## config.mk

```make
export PLATFORM = sky130hd
export DESIGN_NAME = word_serializer
export DESIGN_NICKNAME = d
export VERILOG_FILES = /design/src/rtl/word_serializer.sv
export SDC_FILE = /design/constraint.sdc
export NUM_CORES = 1
export LEC_CHECK = 0
export BUFFER_PORTS_ARGS = -buffer_cell sky130_fd_sc_hd__buf_2
export CAP_MARGIN = 10
export CORE_MARGIN = 3
export CORE_UTILIZATION = 48
export DETAILED_ROUTE_END_ITERATION = 8
export GPL_ROUTABILITY_DRIVEN = 0
export PLACE_DENSITY = 0.77
export SLEW_MARGIN = 40
export SYNTH_ARGS = -nofsm -noshare
export SYNTH_HDL_FRONTEND = slang
export SYNTH_SLANG_ARGS = --single-unit
```

## constraint.sdc

```tcl
create_clock -name clk -period 1.75 [get_ports clk]
set_clock_uncertainty 0.05 [all_clocks]
set_input_delay 0.4375 -clock clk [delete_from_list [all_inputs] [get_ports clk]]
set_output_delay 0.4375 -clock clk [all_outputs]
set_load 0.02 [all_outputs]
```

## src/rtl/word_serializer.sv

```systemverilog
// word_serializer: parallel-in, serial-out shifter.
// Accepts a (WIREWIDTH+1)-bit word over a valid/ready handshake and
// presents it LSB first, one bit per clock. The output carries first/last
// framing strobes. All serial outputs and busy are registered.
// d_ready is decoded from state and counter only.

module word_serializer #(
    parameter int WIREWIDTH = 7
) (
    input  logic               clk,
    input  logic               rst_n,
    input  logic [WIREWIDTH:0] d,
    input  logic               d_valid,
    output logic               d_ready,
    output logic               sout,
    output logic               sout_valid,
    output logic               sout_first,
    output logic               sout_last,
    output logic               busy
);

    // Counter width: enough to hold 0..WIREWIDTH, never narrower than 1 bit.
    localparam int CW = (WIREWIDTH < 1) ? 1 : $clog2(WIREWIDTH + 1);
    localparam logic [CW-1:0] LAST_IDX = CW'(WIREWIDTH);

    typedef enum logic [0:0] {
        ST_IDLE  = 1'b0,
        ST_SHIFT = 1'b1
    } state_t;

    state_t             r_state;
    state_t             w_state_next;

    logic [WIREWIDTH:0] r_shift;
    logic [CW-1:0]      r_cnt;
    logic               r_sout;
    logic               r_sout_valid;
    logic               r_sout_first;
    logic               r_sout_last;
    logic               r_busy;

    logic [WIREWIDTH:0] w_shift_next;
    logic [WIREWIDTH:0] w_shift_dn;
    logic [CW-1:0]      w_cnt_next;
    logic [CW-1:0]      w_cnt_inc;
    logic               w_sout_next;
    logic               w_sout_valid_next;
    logic               w_sout_first_next;
    logic               w_sout_last_next;
    logic               w_busy_next;
    logic               w_at_last;
    logic               w_ready;
    logic               w_xfer;

    // The word being shifted always has its next bit at position 0.
    assign w_shift_dn = r_shift >> 1;
    assign w_cnt_inc  = r_cnt + CW'(1);

    // The counter tracks the bit currently on sout, so "last" is a counter compare.
    assign w_at_last = (r_state == ST_SHIFT) && (r_cnt == LAST_IDX);
    assign w_ready   = (r_state == ST_IDLE) || w_at_last;
    assign w_xfer    = d_valid && w_ready;

    assign d_ready    = w_ready;
    assign sout       = r_sout;
    assign sout_valid = r_sout_valid;
    assign sout_first = r_sout_first;
    assign sout_last  = r_sout_last;
    assign busy       = r_busy;

    // State register; reset abandons any word in flight.
    always_ff @(posedge clk or negedge rst_n) begin
        if (!rst_n) begin
            r_state <= ST_IDLE;
        end else begin
            r_state <= w_state_next;
        end
    end

    // Next state: a transfer always lands in SHIFT; the last bit without a transfer ends the word.
    always_comb begin
        w_state_next = r_state;
        case (r_state)
            ST_IDLE: begin
                if (w_xfer) begin
                    w_state_next = ST_SHIFT;
                end else begin
                    w_state_next = ST_IDLE;
                end
            end
            ST_SHIFT: begin
                if (w_at_last && !w_xfer) begin
                    w_state_next = ST_IDLE;
                end else begin
                    w_state_next = ST_SHIFT;
                end
            end
            default: begin
                w_state_next = ST_IDLE;
            end
        endcase
    end

    // Next values of the datapath and registered outputs.
    // A load puts bit 0 straight onto sout so it appears the cycle after acceptance.
    always_comb begin
        w_shift_next      = '0;
        w_cnt_next        = '0;
        w_sout_next       = 1'b0;
        w_sout_valid_next = 1'b0;
        w_sout_first_next = 1'b0;
        w_sout_last_next  = 1'b0;
        w_busy_next       = 1'b0;
        if (w_xfer) begin
            w_shift_next      = d;
            w_cnt_next        = '0;
            w_sout_next       = d[0];
            w_sout_valid_next = 1'b1;
            w_sout_first_next = 1'b1;
            w_sout_last_next  = (LAST_IDX == CW'(0));
            w_busy_next       = 1'b1;
        end else if ((r_state == ST_SHIFT) && !w_at_last) begin
            w_shift_next      = w_shift_dn;
            w_cnt_next        = w_cnt_inc;
            w_sout_next       = w_shift_dn[0];
            w_sout_valid_next = 1'b1;
            w_sout_first_next = 1'b0;
            w_sout_last_next  = (w_cnt_inc == LAST_IDX);
            w_busy_next       = 1'b1;
        end else begin
            w_shift_next      = '0;
            w_cnt_next        = '0;
            w_sout_next       = 1'b0;
            w_sout_valid_next = 1'b0;
            w_sout_first_next = 1'b0;
            w_sout_last_next  = 1'b0;
            w_busy_next       = 1'b0;
        end
    end

    // Datapath and output registers; all cleared on reset so sout idles at 0.
    always_ff @(posedge clk or negedge rst_n) begin
        if (!rst_n) begin
            r_shift      <= '0;
            r_cnt        <= '0;
            r_sout       <= 1'b0;
            r_sout_valid <= 1'b0;
            r_sout_first <= 1'b0;
            r_sout_last  <= 1'b0;
            r_busy       <= 1'b0;
        end else begin
            r_shift      <= w_shift_next;
            r_cnt        <= w_cnt_next;
            r_sout       <= w_sout_next;
            r_sout_valid <= w_sout_valid_next;
            r_sout_first <= w_sout_first_next;
            r_sout_last  <= w_sout_last_next;
            r_busy       <= w_busy_next;
        end
    end

endmodule

```

======== After elaboration in Yosys (flattened, before gate mapping) ========
Index checks and enable logic that the tools add are counted.
word-level totals
  bits of input ports ..................... 11
  register bits after elaboration ......... 16
  output and inout bits ................... 6
operators by class
  bitwise operators ....................... 1
  add/sub/neg operators ................... 1
  equal/unequal tests ..................... 2
  reductions and logical operators ........ 7
  muxes and demuxes ....................... 13
operator list
  kind                                          count
  2-to-1 mux 1 bit                              8
  2-to-1 mux 8 bit                              1
  2-to-1 mux 7 bit                              1
  equality test 3 bit (second input constant)   2
  2-to-1 mux 3 bit                              2
  logical AND 1 bit                             4
  adder 3 x 1 -> 3 bit (second input constant)  1
  logical NOT 1 bit                             2
  one-hot mux 1 bit (2 select lines)            1
  logical OR 1 bit                              1
  inverter 1 bit                                1

======== Depth between registers and ports, before layout ========
  depth in word-level cells ............... 8
  gate-level depth with buffers ........... 6
  mapped depth without buffers ............ 5

======== Least setup slack after synthesis ========
No wires, ideal clock.
  kind .................................... flip-flop to output port
  from .................................... reg r_cnt[0]
  to ...................................... out d_ready
  required time ........................... 1.262 ns
  slack ................................... 0.161 ns
  data arrival time ....................... 1.102 ns
  stages on the path, launching flop included .. 6
  cell sequence ........................... dfrtp_1 ha_1 ha_1 nor2b_4 buf_6 inv_4
between the ends
  cells in the longest elaborated chain, start to end .. 3
RTL lines
  element                 line  text
  start, declared         35    logic [CW-1:0] r_cnt;
  start signal, assigned  153   r_cnt <= w_cnt_next;
  equality test 3 bit     60    assign w_at_last = (r_state == ST_SHIFT) && (r_cnt == LAST_IDX);
  logical AND 1 bit       60
  logical OR 1 bit        61    assign w_ready = (r_state == ST_IDLE) || w_at_last;
  end, declared           14    output logic d_ready,
No other way between the ends.

======== Worst setup path after layout ========
  from .................................... reg r_cnt[1]
  to ...................................... out d_ready
Same word-level chain as after synthesis.

==> results.md <==
* Status: finished with violations
* Violations in the final reports: setup timing
* RSZ-0062 raised after global routing: yes
* Die width at 42.21 µm
* Largest net degree at the start of global routing at 16
* Post-Synth Adder-Cell Area at 0.05964
* Simple-gate portion of the synthesized area at 0.2187
* Max-slew violations at 0
* Total grt overflow at 0
* Max-cap violations at 0
* Cell taking the most area after synthesis: dfrtp_1
* Die Y-Extent at 42.21 µm
* Seq/Total Area, Yosys at 0.5964
* Syn Nets at 68
* Minimum hold slack at 0.3431 ns
* Final ANT Viol Nets at 0
* GRT Resource Usage Total at 0.1498
* Nets at 92
* Number of buffers created by CTS at 3
* CTS tree: done
* Vias at 449
* First-pass GRT wire length at 2.021 mm
* Final setup viols at 1
* Crit start category: flip-flop
* Routed vias/inst at 4.934
* Yosys top cell area share at 0.5964
* Worst VDD drop at 0.0009510 V
* Vias in the first global route at 491
* H-tree depth at 1
* Num rows at 12
* Clk sinks at 15
* Yosys warns at 0
* Wire per inst at 12.58 µm
* Post-synth cell types at 15
* # fillers at 93
* Final worst path period need at 1.828 ns
* Slew margin rel. at 0.7738
* Main combinational cell family by area after synthesis: simple AND/OR/NAND/NOR gates
* CORE AREA at 1171 µm²
* Initial Util at 0.5374
* Synth Area in Compound Gates at 0.05567
* DRT Pass-1 Iters at 4
* # port buffers at 16
* Diode count at 0
* Synth Instances at 54
* Required @ worst endpoint at 1.26 ns
* DRC at 0
* Clk pin slew, worst setup/hold paths at 0.09 ns
* Leak Pwr at 0.4113 nW
* FF+latch count, synth at 15
* Average cell area after synthesis at 11.65 µm²
* Total die area at 1782 µm²
* Cell Area, Synth at 629.4 µm²
* Arrival time worst endpoint at 1.34 ns
* XOR/XNOR Fraction of Synth Area at 0
* Dpl cell area at 708.2 µm²
* Worst-Skew Late Latency at 0.28 ns
* Power Density at 1525 nW/µm²
* Fmax at 0.5470 GHz
* Design area at 797.0 µm²
* Setup crit end kind: primary output
* CTS Buffer Depth at 2
* Antenna violations before repair at 0
* Total I/O pin count at 17
* Dpl hpwl at 806.5 µm
* Worst Hold Class: in -> reg
* CP max FO at 2
* Share of layout cells above drive strength 1 at 0.3896
* P&R area growth vs syn at 26.64%
* Final period utilization at 1.045
* Final wirelength at 1.145 mm
* Largest cells by area after synthesis: dfrtp_1 (60%), nand3b_1 (8.3%), ha_1 (6.0%)
* Drt first-iter violations at 6
* Final hold vios at 0
* Worst-margin pin slew at 0.3393 ns
* Clock root buffer: clkbuf_4
* WS Path Type: reg -> out
* Post-synthesis mux area share at 0
* Setup WS post-layout at -0.07811 ns
-- cell type report --
type | count | area, µm² | share of cell area
Sequential cell | 15 | 375.4 | 0.4710
Multi-Input combinational cell | 33 | 225.2 | 0.2826
Timing Repair Buffer | 23 | 141.4 | 0.1774
Clock buffer | 3 | 22.52 | 0.02826
Tap cell | 14 | 17.52 | 0.02198
Inverter | 2 | 10.01 | 0.01256
Clock inverter | 1 | 5.005 | 0.006279
-- layer usage --
metal	routed length (µm)	vias up	global-route usage	share of wire
li1	-	222	-	-
met1	544	209	0.1823	0.48
met2	516	16	0.2462	0.45
met3	74	2	0.03433	0.065
met4	8	0	0.07453	0.0070
met5	0	-	0	0
-- critical path, stage by stage, from the launching register on --
cell and delay (ns):
dfrtp_1 0.39, ha_2 0.20, ha_4 0.17, nor2b_4 0.14
inv_4 0.04, buf_6 0.12
-- where the power goes --
group          switching (mW)  internal, mW
Combinational           0.246         0.256
Sequential             0.0544         0.465
Clock                   0.109        0.0848
-- cell usage in the layout (no fill, tap or decap), types with 2 or more instances in the layout --
cell,n
nand2b_1,2
dfrtp_1,15
nor2_1,2
buf_4,6
buf_2,15
nand2_1,7
and3_1,2
clkbuf_4,3
o21ai_0,7
nand3b_1,7
and2_1,2
-- stage by stage --
stage            util  power [mW]  setup TNS [ns]  setup slack [ns]  cells
2_1_floorplan       -      0.8170               0            0.1605     54
3_3_place_gp   0.6047      0.9007               0            0.1250     82
3_5_place_dp   0.6047      0.9264               0           0.09382     82
4_1_cts        0.6741       1.213        -0.08221          -0.08221     90
5_1_grt        0.6806       1.305         -0.1320           -0.1320     91
6_report       0.6806       1.215        -0.07811          -0.07811     91
-- path summary, 6_finish.rpt --
path                                            from                   end  slack (ns)  cells after the start
worst max-delay path              r_cnt[1]$_DFF_PN0_               d_ready       -0.08                      5
worst min-delay path                            d[3]  r_shift[3]$_DFF_PN0_        0.34                      3
worst max register to register    r_cnt[1]$_DFF_PN0_  r_shift[4]$_DFF_PN0_        0.33                      6
worst min register to register  r_shift[4]$_DFF_PN0_  r_shift[3]$_DFF_PN0_        0.43                      2
max in group asynchronous                      rst_n  r_shift[2]$_DFF_PN0_        0.87                      2
min in group asynchronous                      rst_n  r_shift[3]$_DFF_PN0_        0.52                      2
-- Yosys cell counts --
master and n:
ha_1 3, nand2b_1 2, buf_6 2, and3_1 2, buf_4 1, nor2b_4 1, nand3b_1 7, and2_1 2
o21ai_0 7, dfrtp_1 15, nor2_1 2, inv_1 1, nand2_1 7, inv_4 1, clkbuf_1 1
-- state kept, by name (all words and copies together) (netlist names) --
signal	count
r_cnt	3
sout_last	1
sout_first	1
sout	1
r_shift	7
busy	1
r_state	1
-- repair_timing --
action | CTS | global route
hold buffers | 1 | 0
gates resized for setup | 5 | 0
setup buffers | 3 | 1
endpoints found under the hold margin | 9 | 0
gates cloned | 0 | 0
pin swaps | 1 | 0
endpoints found under the setup margin | 1 | 1
-- logic make-up (layout without fill, tap and decap cells) --
logic type	Yosys count	in the layout
fa+ha+maj	3	3
buf+inv	6	29
compound gates	7	7
simple gates	23	23
flops	15	15
Power figures use the tool's default switching activity.
